<file path="config.mk">
export PLATFORM = sky130hd
export DESIGN_NAME = addsub_pipe
export DESIGN_NICKNAME = d
export VERILOG_FILES = /design/src/rtl/addsub_pipe.sv
export SDC_FILE = /design/constraint.sdc
export NUM_CORES = 1
export LEC_CHECK = 0
export ABC_AREA = 0
export BUFFER_PORTS_ARGS = -buffer_cell sky130_fd_sc_hd__buf_4
export CAP_MARGIN = 20
export CELL_PAD_IN_SITES_DETAIL_PLACEMENT = 1
export CELL_PAD_IN_SITES_GLOBAL_PLACEMENT = 1
export CORE_ASPECT_RATIO = 1.4
export CORE_UTILIZATION = 44
export CTS_CLUSTER_DIAMETER = 80
export DETAILED_ROUTE_END_ITERATION = 7
export GPL_TIMING_DRIVEN = 0
export HOLD_SLACK_MARGIN = 0.05
export MAX_ROUTING_LAYER = met4
export PLACE_DENSITY_LB_ADDON = 0.1
export SETUP_SLACK_MARGIN = 0.5
export SLEW_MARGIN = 40
export SYNTH_ARGS = -nofsm -noshare
export SYNTH_HDL_FRONTEND = slang
export SYNTH_SLANG_ARGS = --single-unit
</file>
<file path="constraint.sdc">
create_clock -name clk -period 2.32 [get_ports clk]
set_input_delay 0.232 -clock clk [delete_from_list [all_inputs] [get_ports clk]]
set_output_delay 0.232 -clock clk [all_outputs]
set_load 0.005 [all_outputs]
</file>
<file path="src/rtl/addsub_pipe.sv">
// Pipelined two's-complement adder/subtractor with valid/ready handshake and result flags.
// Optional signed saturation is compiled in when ADDSUB_SATURATE_EN is defined.
module addsub_pipe #(
    parameter int WIDTH  = 16,
    parameter int STAGES = 4
) (
    input  logic             clk,
    input  logic             rst_n,
    input  logic             in_valid,
    output logic             in_ready,
    input  logic [WIDTH-1:0] a,
    input  logic [WIDTH-1:0] b,
    input  logic             sub,
    input  logic             sat,
    output logic             out_valid,
    input  logic             out_ready,
    output logic [WIDTH-1:0] s,
    output logic             cout,
    output logic             ovf,
    output logic             zero,
    output logic             neg
);

    localparam int SEG  = WIDTH / STAGES;
    localparam int NREG = (STAGES > 1) ? STAGES - 1 : 1;

    // Everything a beat needs on its way down the carry chain.
    typedef struct packed {
        logic             v;
        logic             sat;
        logic             c;
        logic [WIDTH-1:0] a;
        logic [WIDTH-1:0] bc;
        logic [WIDTH-1:0] s;
    } stage_t;

    stage_t           mid_q [NREG];
    stage_t           stg   [STAGES];
    stage_t           nx    [STAGES];
    logic [SEG:0]     seg_sum;
    logic             adv;

    logic             out_valid_q;
    logic [WIDTH-1:0] s_q;
    logic             cout_q, ovf_q, zero_q, neg_q;
    logic [WIDTH-1:0] raw_d, s_d;
    logic             cout_d, ovf_d, zero_d, neg_d;

    assign adv      = !out_valid_q || out_ready;
    assign in_ready = adv;

    always_comb begin
        for (int k = 0; k < STAGES; k++) begin
            stg[k] = '0;
        end
        stg[0].v  = in_valid;
        stg[0].a  = a;
        stg[0].bc = b ^ {WIDTH{sub}};
        stg[0].c  = sub;
        stg[0].s  = '0;
`ifdef ADDSUB_SATURATE_EN
        stg[0].sat = sat;
`else
        stg[0].sat = 1'b0;
`endif
        for (int k = 1; k < STAGES; k++) begin
            stg[k] = mid_q[k-1];
        end
    end

    // Stage k resolves bits [k*SEG +: SEG] using the carry left by stage k-1.
    always_comb begin
        seg_sum = '0;
        for (int k = 0; k < STAGES; k++) begin
            nx[k]   = stg[k];
            seg_sum = {1'b0, stg[k].a[k*SEG +: SEG]}
                    + {1'b0, stg[k].bc[k*SEG +: SEG]}
                    + {{SEG{1'b0}}, stg[k].c};
            nx[k].s[k*SEG +: SEG] = seg_sum[SEG-1:0];
            nx[k].c               = seg_sum[SEG];
        end
    end

    always_comb begin
        raw_d  = nx[STAGES-1].s;
        cout_d = nx[STAGES-1].c;
        ovf_d  = (nx[STAGES-1].a[WIDTH-1] == nx[STAGES-1].bc[WIDTH-1])
              && (raw_d[WIDTH-1] != nx[STAGES-1].a[WIDTH-1]);
        s_d    = raw_d;
`ifdef ADDSUB_SATURATE_EN
        if (nx[STAGES-1].sat && ovf_d) begin
            s_d = nx[STAGES-1].a[WIDTH-1] ? {1'b1, {(WIDTH-1){1'b0}}}
                                          : {1'b0, {(WIDTH-1){1'b1}}};
        end
`endif
        zero_d = (s_d == '0);
        neg_d  = s_d[WIDTH-1];
    end

    always_ff @(posedge clk or negedge rst_n) begin
        if (!rst_n) begin
            for (int k = 0; k < NREG; k++) begin
                mid_q[k] <= '0;
            end
            out_valid_q <= 1'b0;
            s_q         <= '0;
            cout_q      <= 1'b0;
            ovf_q       <= 1'b0;
            zero_q      <= 1'b0;
            neg_q       <= 1'b0;
        end else if (adv) begin
            for (int k = 0; k < STAGES - 1; k++) begin
                mid_q[k] <= nx[k];
            end
            out_valid_q <= nx[STAGES-1].v;
            s_q         <= s_d;
            cout_q      <= cout_d;
            ovf_q       <= ovf_d;
            zero_q      <= zero_d;
            neg_q       <= neg_d;
        end
    end

    assign out_valid = out_valid_q;
    assign s         = s_q;
    assign cout      = cout_q;
    assign ovf       = ovf_q;
    assign zero      = zero_q;
    assign neg       = neg_q;

endmodule

</file>
==> impl_metrics.yaml, run 1 <==
worst_setup_path:
  cp-start-kind: "flip-flop"
  cp_slowest_cell: "fa_2"
  critPathMaxFanout: 2
  critPathKind: "flip-flop to flip-flop"
  worstPathArrival_ps: 2140
  worst-r2r-cell-count: 5
  reg2reg_setup_slack_ps: 420
  worstPathCellList: "fa_2 > fa_2 > nor4_1 > and3_1 > a32o_1"
  critical_path_buf_inv_count: 0
  path_delay_family: "adder cells"
  critical-path-top-cell-by-count: "fa_2"
  setup.worst_path.end_class: "flip-flop"
  crit_path_max_incr_delay_ps: 560
  r2r_end: "zero"
  required_time_of_the_worst_setup_path_ps: 2550
  regToRegStartpoint: "mid_q[48]"
placed_design:
  detailed_place_hpwl_um: 7300
  io_buffers: 57
  dp_area_mm2: 0.00489
  finalWeightedCongestion: 0.751
power:
  p_sw_mw: 2.57
  power.share.sequential_pct: 41.5
  switching_share_pct: 36.4
  internal_power_consumption_mw: 4.49
  leakagePower_nw: 2.72
  irDropWorstVdd_mv: 0.525
  combPwrFrac_pct: 37.6
  pwr-share-clk_pct: 20.9
  pwr_density_cell_mw_per_mm2: 1350
global_route:
  first_global_vias: 3543
  grt_pass1_wl_um: 17400
  overflow: 0
  grt_antenna_before_repair: 0
  grt_start_max_net_pins: 99
  globalRouteTotalUtil_pct: 23.4
synthesis:
  synth_top_cells_by_area: "dfrtp_1 (57%), nand2_1 (19%), ha_1 (3.5%)"
  synth_top_cells_by_count: "nand2_1 (217), dfrtp_1 (98), o21ai_0 (24)"
  postSynth.topFlopCell: "dfrtp_1"
  synth_edf_count: 0
  yosysWarnings: 0
  area_of_the_mapped_netlist_mm2: 0.00431
  synthesized_instance_count: 457
  synth_seq_area_share_pct: 57.0
  top_count_cell_post_synth: "nand2_1"
  yosys.cell_types.count: 26
  synth_seq_cells: 98
  syn_nets: 514
  synth.top_cell.area_share_pct: 57.0
  synth-async-reset-ratio_pct: 100
  netlist.top_cell.by_area: "dfrtp_1"
  synth.avg_cell_area_um2: 9.42
sta:
  slew_headroom_pct: 50.8
  timing.setup.tns_ps: 0
  setup_viol: 0
  finalHoldViolCount: 0
  max_clock_freq_ghz: 0.525
  worst-slew-pin-transition_ps: 737
  fin_crit_share_pct: 82.0
  grt_setup_unrepaired: "true"
  fin_worst_skew_ps: 6.15
  period_minus_slack_ps: 1900
  timing.final.max_slew_violations: 0
drt:
  first_pass_iters: 4
  drt-wirelength-per-cell_um: 16.0
  wl_um: 10300
  drt.antenna.violating_nets: 0
  dr_total_vias: 3241
  detailedRoute.firstIterationViolations: 148
  detail_route.drc_violations: 0
  viasPerCell: 5.03
floorplanning:
  num_ports: 60
  floorplan.initialDensity_pct: 45.5
  core_box_area_mm2: 0.00946
  fp.dieH_um: 119
  die-width_um: 85.6
  die-area_mm2: 0.0102
  num_rows: 42
min_path:
  hold_path_depth: 3
  min-delay-path-class: "primary input to flip-flop"
  hold_path.startpoint: "a[13]"
  whs_endpoint: "mid_q[147]"
clock_network:
  htreeDepth: 3
  clock_tree.root_cell: "clkbuf_16"
  cts_max_path_buffers: 2
  clock-sinks: 98
  tritoncts_buffers: 9
  cts.reportedPaths.clkPinSlew_ps: 70
  insertion_delay_ps: 350
  clock_tree_from_tritoncts: "done"
status:
  run_status: "finished clean"
final_layout:
  finalInstanceArea_mm2: 0.00523
  syn2layout_area_growth_pct: 21.5
  final_nets: 586
  n_antenna_cell: 0
  final_layout_size_suffix_gt1_share_pct: 18.4
run:
  drv_cap: 0
[power groups by stage]
stage	registers [mW]	clock network, mW	logic (mW)
2_1_floorplan	2.86	0	1.59
3_3_place_gp	2.93	0	2.38
3_5_place_dp	2.97	0	2.54
4_1_cts	2.94	1.51	2.66
5_1_grt	3.03	1.58	3.03
6_report	2.93	1.47	2.66
[layer usage]
layer  wire (um)  vias to the layer above  GRT usage (%)
met3         323                       20           3.67
met1        4430                     1584           28.2
met4         291                        0           10.1
met2        5270                       64           39.0
met5           0                        -              -
li1            -                     1573              -
[per-stage QoR]
step	power [mW]	setup WS (ps)	cells	utilization (%)	hold slack (ps)
after detailed placement	5.50	372	624	51.7	316
final	7.06	417	644	55.3	77.2
after CTS	7.11	412	642	55.1	71.6
after global routing	7.64	381	644	55.3	78.5
after global placement	5.31	421	624	51.6	428
after floorplan	4.45	496	457	-	-63.6
[sequential cells by signal, summed over array words and instances, names as in the netlist]
name	flops
ovf	1
mid_q	78
cout	1
s	16
zero	1
out_valid	1
[tightest hold or removal path: stages]
cell and delay [ps]:
buf_4 70, nand2_1 40, nand2_1 50
[kinds of logic (layout without fill, tap and decap cells)]
| group | Yosys count | count (layout) | synth area share, % |
|---|---|---|---|
| fa+ha+maj | 19 | 19 | 6.74 |
| compound gates | 46 | 46 | 6.25 |
| buf+inv | 32 | 109 | 3.34 |
| xor+xnor | 24 | 24 | 4.88 |
| simple gates | 236 | 236 | 21.1 |
| mux | 2 | 2 | 0.697 |
| flops | 98 | 98 | 57.0 |
[cell type report]
| class | instances | area [um2] |
|---|---|---|
| Buffer | 24 | 124 |
| Clock buffer | 12 | 236 |
| Clock inverter | 4 | 51.3 |
| Fill cell | 1103 | 4230 |
| Inverter | 8 | 30.0 |
| Multi-Input combinational cell | 327 | 1730 |
| Sequential cell | 98 | 2450 |
| Tap cell | 110 | 138 |
| Timing Repair Buffer | 61 | 468 |
[worst max-delay path by stage]
stage | startpoint | cells past startpoint | endpoint
after global placement | mid_q[48] | 5 | zero
after global routing | out_valid | 5 | in_ready
after CTS | mid_q[28] | 5 | zero
final | mid_q[48] | 5 | zero
after floorplan | mid_q[48] | 5 | zero
after detailed placement | mid_q[48] | 5 | zero
[cell usage in the layout, fill, tap and decap left out, types with 2 or more instances in the layout]
| cell | instances |
|---|---|
| nor2_1 | 10 |
| xor2_1 | 8 |
| buf_2 | 9 |
| clkbuf_16 | 9 |
| clkbuf_1 | 10 |
| nand2_1 | 217 |
| nor4_1 | 3 |
| mux2_4 | 2 |
| fa_1 | 5 |
| fa_2 | 2 |
| ha_1 | 12 |
| a21oi_1 | 12 |
| o21ai_0 | 24 |
| buf_4 | 62 |
| xnor2_1 | 14 |
| dfrtp_1 | 98 |
| a21o_1 | 6 |
| inv_1 | 7 |
| clkbuf_2 | 3 |
| nor2b_1 | 3 |
[repair_timing]
| item | 4_1_cts | 5_1_grt |
|---|---|---|
| setup endpoints to repair | 4 | 5 |
| hold endpoints to repair | 98 | 0 |
| pin swaps | 5 | 1 |
| setup buffers | 1 | 2 |
| hold buffers | 1 | 0 |
| resized for setup | 6 | 3 |
Power figures use the tool's default switching activity.
==> run 2: changes to the inputs <==
clock period = 2 ns   (was 2.32 ns; I/O delays follow)
==> impl_metrics.yaml, run 2 (same netlist as run 1, synthesis figures left out) <==
final_layout:
  final_nets: 596
  final_layout_size_suffix_gt1_share_pct: 23.0
  largest-register: "mid_q"
  layout.cells.most_common: "nand2_1"
  largest_reg_flops: 78
  layout.area.seq_mm2: 0.00245
  n_fill_cell: 1087
  n_antenna_cell: 0
  multiInputGateArea_mm2: 0.00178
  highest_count_cells_in_the_layout_ignoring_fill_and_taps: "nand2_1 (216), dfrtp_1 (98), buf_4 (65)"
  syn2layout_area_growth_pct: 26.3
floorplanning:
  num_rows: 42
  die-width_um: 85.6
  num_ports: 60
  fp.dieH_um: 119
  core_box_area_mm2: 0.00946
  floorplan.initialDensity_pct: 45.5
  die-area_mm2: 0.0102
worst_setup_path:
  worstPathArrival_ps: 2120
  setup.worst_path.end_class: "flip-flop"
  path_delay_family: "adder cells"
  crit_path_max_incr_delay_ps: 550
  cp_slowest_cell: "fa_2"
  critPathKind: "flip-flop to flip-flop"
  worstPathCellList: "fa_2 > fa_2 > nor4_1 > and3_1 > a32o_1"
  reg2reg_setup_slack_ps: 110
  critPathMaxFanout: 2
  worst-r2r-cell-count: 5
  regToRegStartpoint: "mid_q[48]"
  critical-path-top-cell-by-count: "fa_2"
  critical_path_buf_inv_count: 0
  required_time_of_the_worst_setup_path_ps: 2240
  r2r_end: "zero"
  cp-start-kind: "flip-flop"
drt:
  detailedRoute.firstIterationViolations: 117
  first_pass_iters: 4
  wl_um: 10300
  detail_route.drc_violations: 0
  drt.antenna.violating_nets: 0
  dr_total_vias: 3271
  drt-wirelength-per-cell_um: 15.8
  viasPerCell: 5.00
global_route:
  grt_start_max_net_pins: 99
  overflow: 0
  grt_antenna_before_repair: 0
  grt_pass1_wl_um: 17500
  first_global_vias: 3588
  globalRouteTotalUtil_pct: 23.6
clock_network:
  cts.reportedPaths.clkPinSlew_ps: 70
  htreeDepth: 3
  cts_max_path_buffers: 2
  clock_tree.root_cell: "clkbuf_16"
  clock_tree_from_tritoncts: "done"
  insertion_delay_ps: 350
  tritoncts_buffers: 9
  clock-sinks: 98
sta:
  finalHoldViolCount: 0
  setup_viol: 0
  whs_ps: 57.9
  grt_setup_unrepaired: "true"
  slew_headroom_pct: 51.7
  timing.setup.tns_ps: 0
  fin_crit_share_pct: 94.3
  worst-slew-pin-transition_ps: 725
  max_clock_freq_ghz: 0.530
  fin_worst_skew_ps: 8.62
  timing.final.max_slew_violations: 0
  period_minus_slack_ps: 1890
placed_design:
  finalWeightedCongestion: 0.759
  io_buffers: 57
  detailed_place_hpwl_um: 7230
power:
  leakagePower_nw: 2.80
  irDropWorstVdd_mv: 0.583
  power.total_mw: 8.50
  pwr_density_cell_mw_per_mm2: 1560
min_path:
  hold_path.startpoint: "a[10]"
  hold_path_depth: 3
  min-delay-path-class: "primary input to flip-flop"
  whs_endpoint: "mid_q[144]"
run:
  drv_cap: 0
status:
  run_status: "finished clean"
run 2: changes by cell type in the layout (fill, tap and decap cells not counted), sizes merged:
| cell | before | now |
|---|---|---|
| buf | 74 | 71 |
| clkbuf | 22 | 26 |
| clkinvlp | 1 | 2 |
| dlygate4sd3 | 1 | 10 |
| inv | 9 | 8 |
run 2: repair_timing:
action / CTS / global route
resized for setup: 27 / 19
hold endpoints to repair: 107 / 0
pin swaps: 14 / 7
setup buffers: 2 / 2
endpoints found under the setup margin: 66 / 88
hold buffers: 10 / 0
run 2: metrics by stage:
step	utilization, %	instances	worst slack (ps)	instance area, um2
after global routing	57.5	654	48.8	5440
final	57.5	654	115	5440
after floorplan	-	457	181	4330
after CTS	56.9	652	109	5390
after detailed placement	51.9	624	82.1	4910
after global placement	51.8	624	103	4900
run 2: cell type report:
type	count	share of cell area, %
Sequential cell	98	45.1
Multi-Input combinational cell	327	32.8
Timing Repair Buffer	71	10.4
Clock buffer	12	4.72
Buffer	24	2.97
Tap cell	110	2.53
Clock inverter	4	0.920
Inverter	8	0.598
run 2: worst max path at each step:
stage / from / end / depth (start not counted)
after detailed placement: mid_q[48] / zero / 5
after global routing: mid_q[48] / zero / 5
after global placement: mid_q[48] / zero / 5
final: mid_q[48] / zero / 5
after CTS: mid_q[48] / zero / 5
after floorplan: mid_q[48] / zero / 5
run 2: layer usage:
metal,global-route usage [%],part of all wire [%],vias to the layer above
met5,-,0,-
met1,27.7,42,1610
met4,8.44,1.8,0
met2,40.6,53,55
li1,-,-,1593
met3,3.74,2.8,13
run 2: report_power, final:
| part | internal, mW | total (mW) | switching (mW) |
|---|---|---|---|
| registers | 2.86 | 3.40 | 0.543 |
| clock network | 1.04 | 1.76 | 0.728 |
| logic | 1.54 | 3.33 | 1.80 |
run 2: tightest hold or removal path, delay by kind of cell:
kind	cells	cell delay, ps
buffers and inverters	1	80
AND/OR/NAND/NOR	2	90
==> run 3: changes to the inputs <==
--- a/config.mk
+++ b/config.mk
@@ -19,3 +19,3 @@
 export MAX_ROUTING_LAYER = met4
-export PLACE_DENSITY_LB_ADDON = 0.1
+export PLACE_DENSITY = 0.81
 export SETUP_SLACK_MARGIN = 0.5
--- a/constraint.sdc
+++ b/constraint.sdc
@@ -3,2 +3,2 @@
 set_output_delay 0.2 -clock clk [all_outputs]
-set_load 0.005 [all_outputs]
+set_load 0.01 [all_outputs]
==> impl_metrics.yaml, run 3 (same netlist as run 1, synthesis figures left out) <==
min_path:
  hold_path_depth: 3
  min-delay-path-class: "primary input to flip-flop"
global_route:
  grt_start_max_net_pins: 99
  overflow: 0
  globalRouteTotalUtil_pct: 24.2
  grt_antenna_before_repair: 0
  grt_pass1_wl_um: 18000
  first_global_vias: 3587
final_layout:
  final_layout_size_suffix_gt1_share_pct: 24.8
  largest_reg_flops: 78
  layoutNonFillerInstCount: 655
  highest_count_cells_in_the_layout_ignoring_fill_and_taps: "nand2_1 (217), dfrtp_1 (98), buf_4 (71)"
  final_nets: 598
  largest-register: "mid_q"
  layout.cells.most_common: "nand2_1"
  n_antenna_cell: 0
  syn2layout_area_growth_pct: 27.1
sta:
  grt_setup_unrepaired: "true"
  worst-slew-pin-transition_ps: 734
  max_clock_freq_ghz: 0.528
  period_minus_slack_ps: 1890
  setup_viol: 0
  timing.final.max_slew_violations: 0
  fin_crit_share_pct: 94.7
  fin_worst_skew_ps: 5.29
  timing.setup.tns_ps: 0
  slew_headroom_pct: 51.1
  finalHoldViolCount: 0
power:
  switching_share_pct: 37.9
  leakagePower_nw: 2.82
  pwr_density_cell_mw_per_mm2: 1590
  irDropWorstVdd_mv: 0.738
  combPwrFrac_pct: 42.1
  p_sw_mw: 3.31
  power.share.sequential_pct: 39.3
  internal_power_consumption_mw: 5.41
  pwr-share-clk_pct: 18.6
drt:
  drt-wirelength-per-cell_um: 17.3
  viasPerCell: 5.14
  first_pass_iters: 4
  wl_um: 11300
  drt.antenna.violating_nets: 0
  dr_total_vias: 3366
  detailedRoute.firstIterationViolations: 160
  detail_route.drc_violations: 0
floorplanning:
  num_ports: 60
  die-width_um: 85.6
  die-area_mm2: 0.0102
  core_box_area_mm2: 0.00946
  fp.dieH_um: 119
  floorplan.initialDensity_pct: 45.5
  num_rows: 42
clock_network:
  htreeDepth: 3
  insertion_delay_ps: 340
  cts.reportedPaths.clkPinSlew_ps: 70
  cts_max_path_buffers: 2
  tritoncts_buffers: 9
  clock-sinks: 98
  clock_tree.root_cell: "clkbuf_16"
  clock_tree_from_tritoncts: "done"
status:
  run_status: "finished clean"
placed_design:
  finalWeightedCongestion: 0.791
  detailed_place_hpwl_um: 7440
  numPlacedInstances: 624
  io_buffers: 57
worst_setup_path:
  critical-path-top-cell-by-count: "fa_2"
  required_time_of_the_worst_setup_path_ps: 2230
  worst-r2r-cell-count: 5
  worstPathCellList: "fa_2 > fa_2 > nor4_1 > and3_1 > a32o_1"
  worstPathArrival_ps: 2120
  cp_slowest_cell: "fa_2"
  setup.worst_path.end_class: "flip-flop"
  cp-start-kind: "flip-flop"
  critPathKind: "flip-flop to flip-flop"
  crit_path_max_incr_delay_ps: 560
  critPathMaxFanout: 2
run:
  drv_cap: 0
[run 3: cell types whose count changed in the layout (fill, tap and decap cells not counted), sizes merged]
cell / before / now
clkinvlp: 2 / 1
dlygate4sd3: 10 / 3
buf: 71 / 81
bufinv: 1 / 0
[run 3: metrics by stage]
step           util [%]  area (um2)  power, mW  worst slack, ps  hold slack (ps)
3_3_place_gp       52.1        4920       6.27              103              396
4_1_cts            56.0        5290       8.40              100             50.9
3_5_place_dp       52.1        4930       6.54             82.7              285
5_1_grt            57.8        5470       9.29             70.5             61.7
6_report           57.8        5470       8.71              106             55.3
2_1_floorplan         -        4360       5.29              181            -95.6
[run 3: power by group through the flow]
| stage | Combinational, mW | Sequential [mW] | Clock (mW) |
|---|---|---|---|
| floorplan | 1.91 | 3.39 | 0 |
| global placement | 2.89 | 3.38 | 0 |
| detailed placement | 3.10 | 3.44 | 0 |
| CTS | 3.33 | 3.42 | 1.66 |
| global route | 4.03 | 3.54 | 1.72 |
| finish | 3.66 | 3.43 | 1.62 |
[run 3: final cells by class]
class / count / area (um2)
well taps: 110 / 138
flip-flops and latches: 98 / 2450
plain buffers: 24 / 178
clock inverters: 2 / 12.5
multi-input cells: 327 / 1810
fillers: 1079 / 3990
clock buffers: 13 / 260
repair buffers: 73 / 579
inverters: 8 / 37.5
[run 3: worst paths after layout]
| check | start | to | slack (ps) |
|---|---|---|---|
| setup / recovery | mid_q[48] | zero | 110 |
| hold / removal | a[6] | mid_q[140] | 60 |
| setup reg to reg | mid_q[48] | zero | 110 |
| hold reg to reg | s[6] | s[6] | 460 |
| max in group asynchronous | rst_n | s[8] | 1000 |
| min in group asynchronous | rst_n | mid_q[47] | 450 |
[run 3: critical path: cells and delay by family (launching register included)]
kind	cells	cell delay (ps)
fa+ha+maj	2	970
flops	1	400
compound gates	1	210
simple gates	2	200
[run 3: timing repair]
| action | CTS | global route |
|---|---|---|
| setup endpoints to repair | 98 | 52 |
| buffers inserted | 1 | 12 |
| gates resized for setup | 26 | 34 |
| hold buffers | 3 | 0 |
| pin swaps | 11 | 10 |
| endpoints found under the hold margin | 100 | 0 |
[run 3: layer usage]
metal  vias to the layer above  wire (um)  track usage (%)  part of all wire, %
met3                        35        297             3.53                  2.6
li1                       1602          -                -                    -
met1                      1659       4560             28.2                   40
met5                         -          0                -                    0
met2                        70       6010             42.2                   53
met4                         0        464             8.96                  4.1
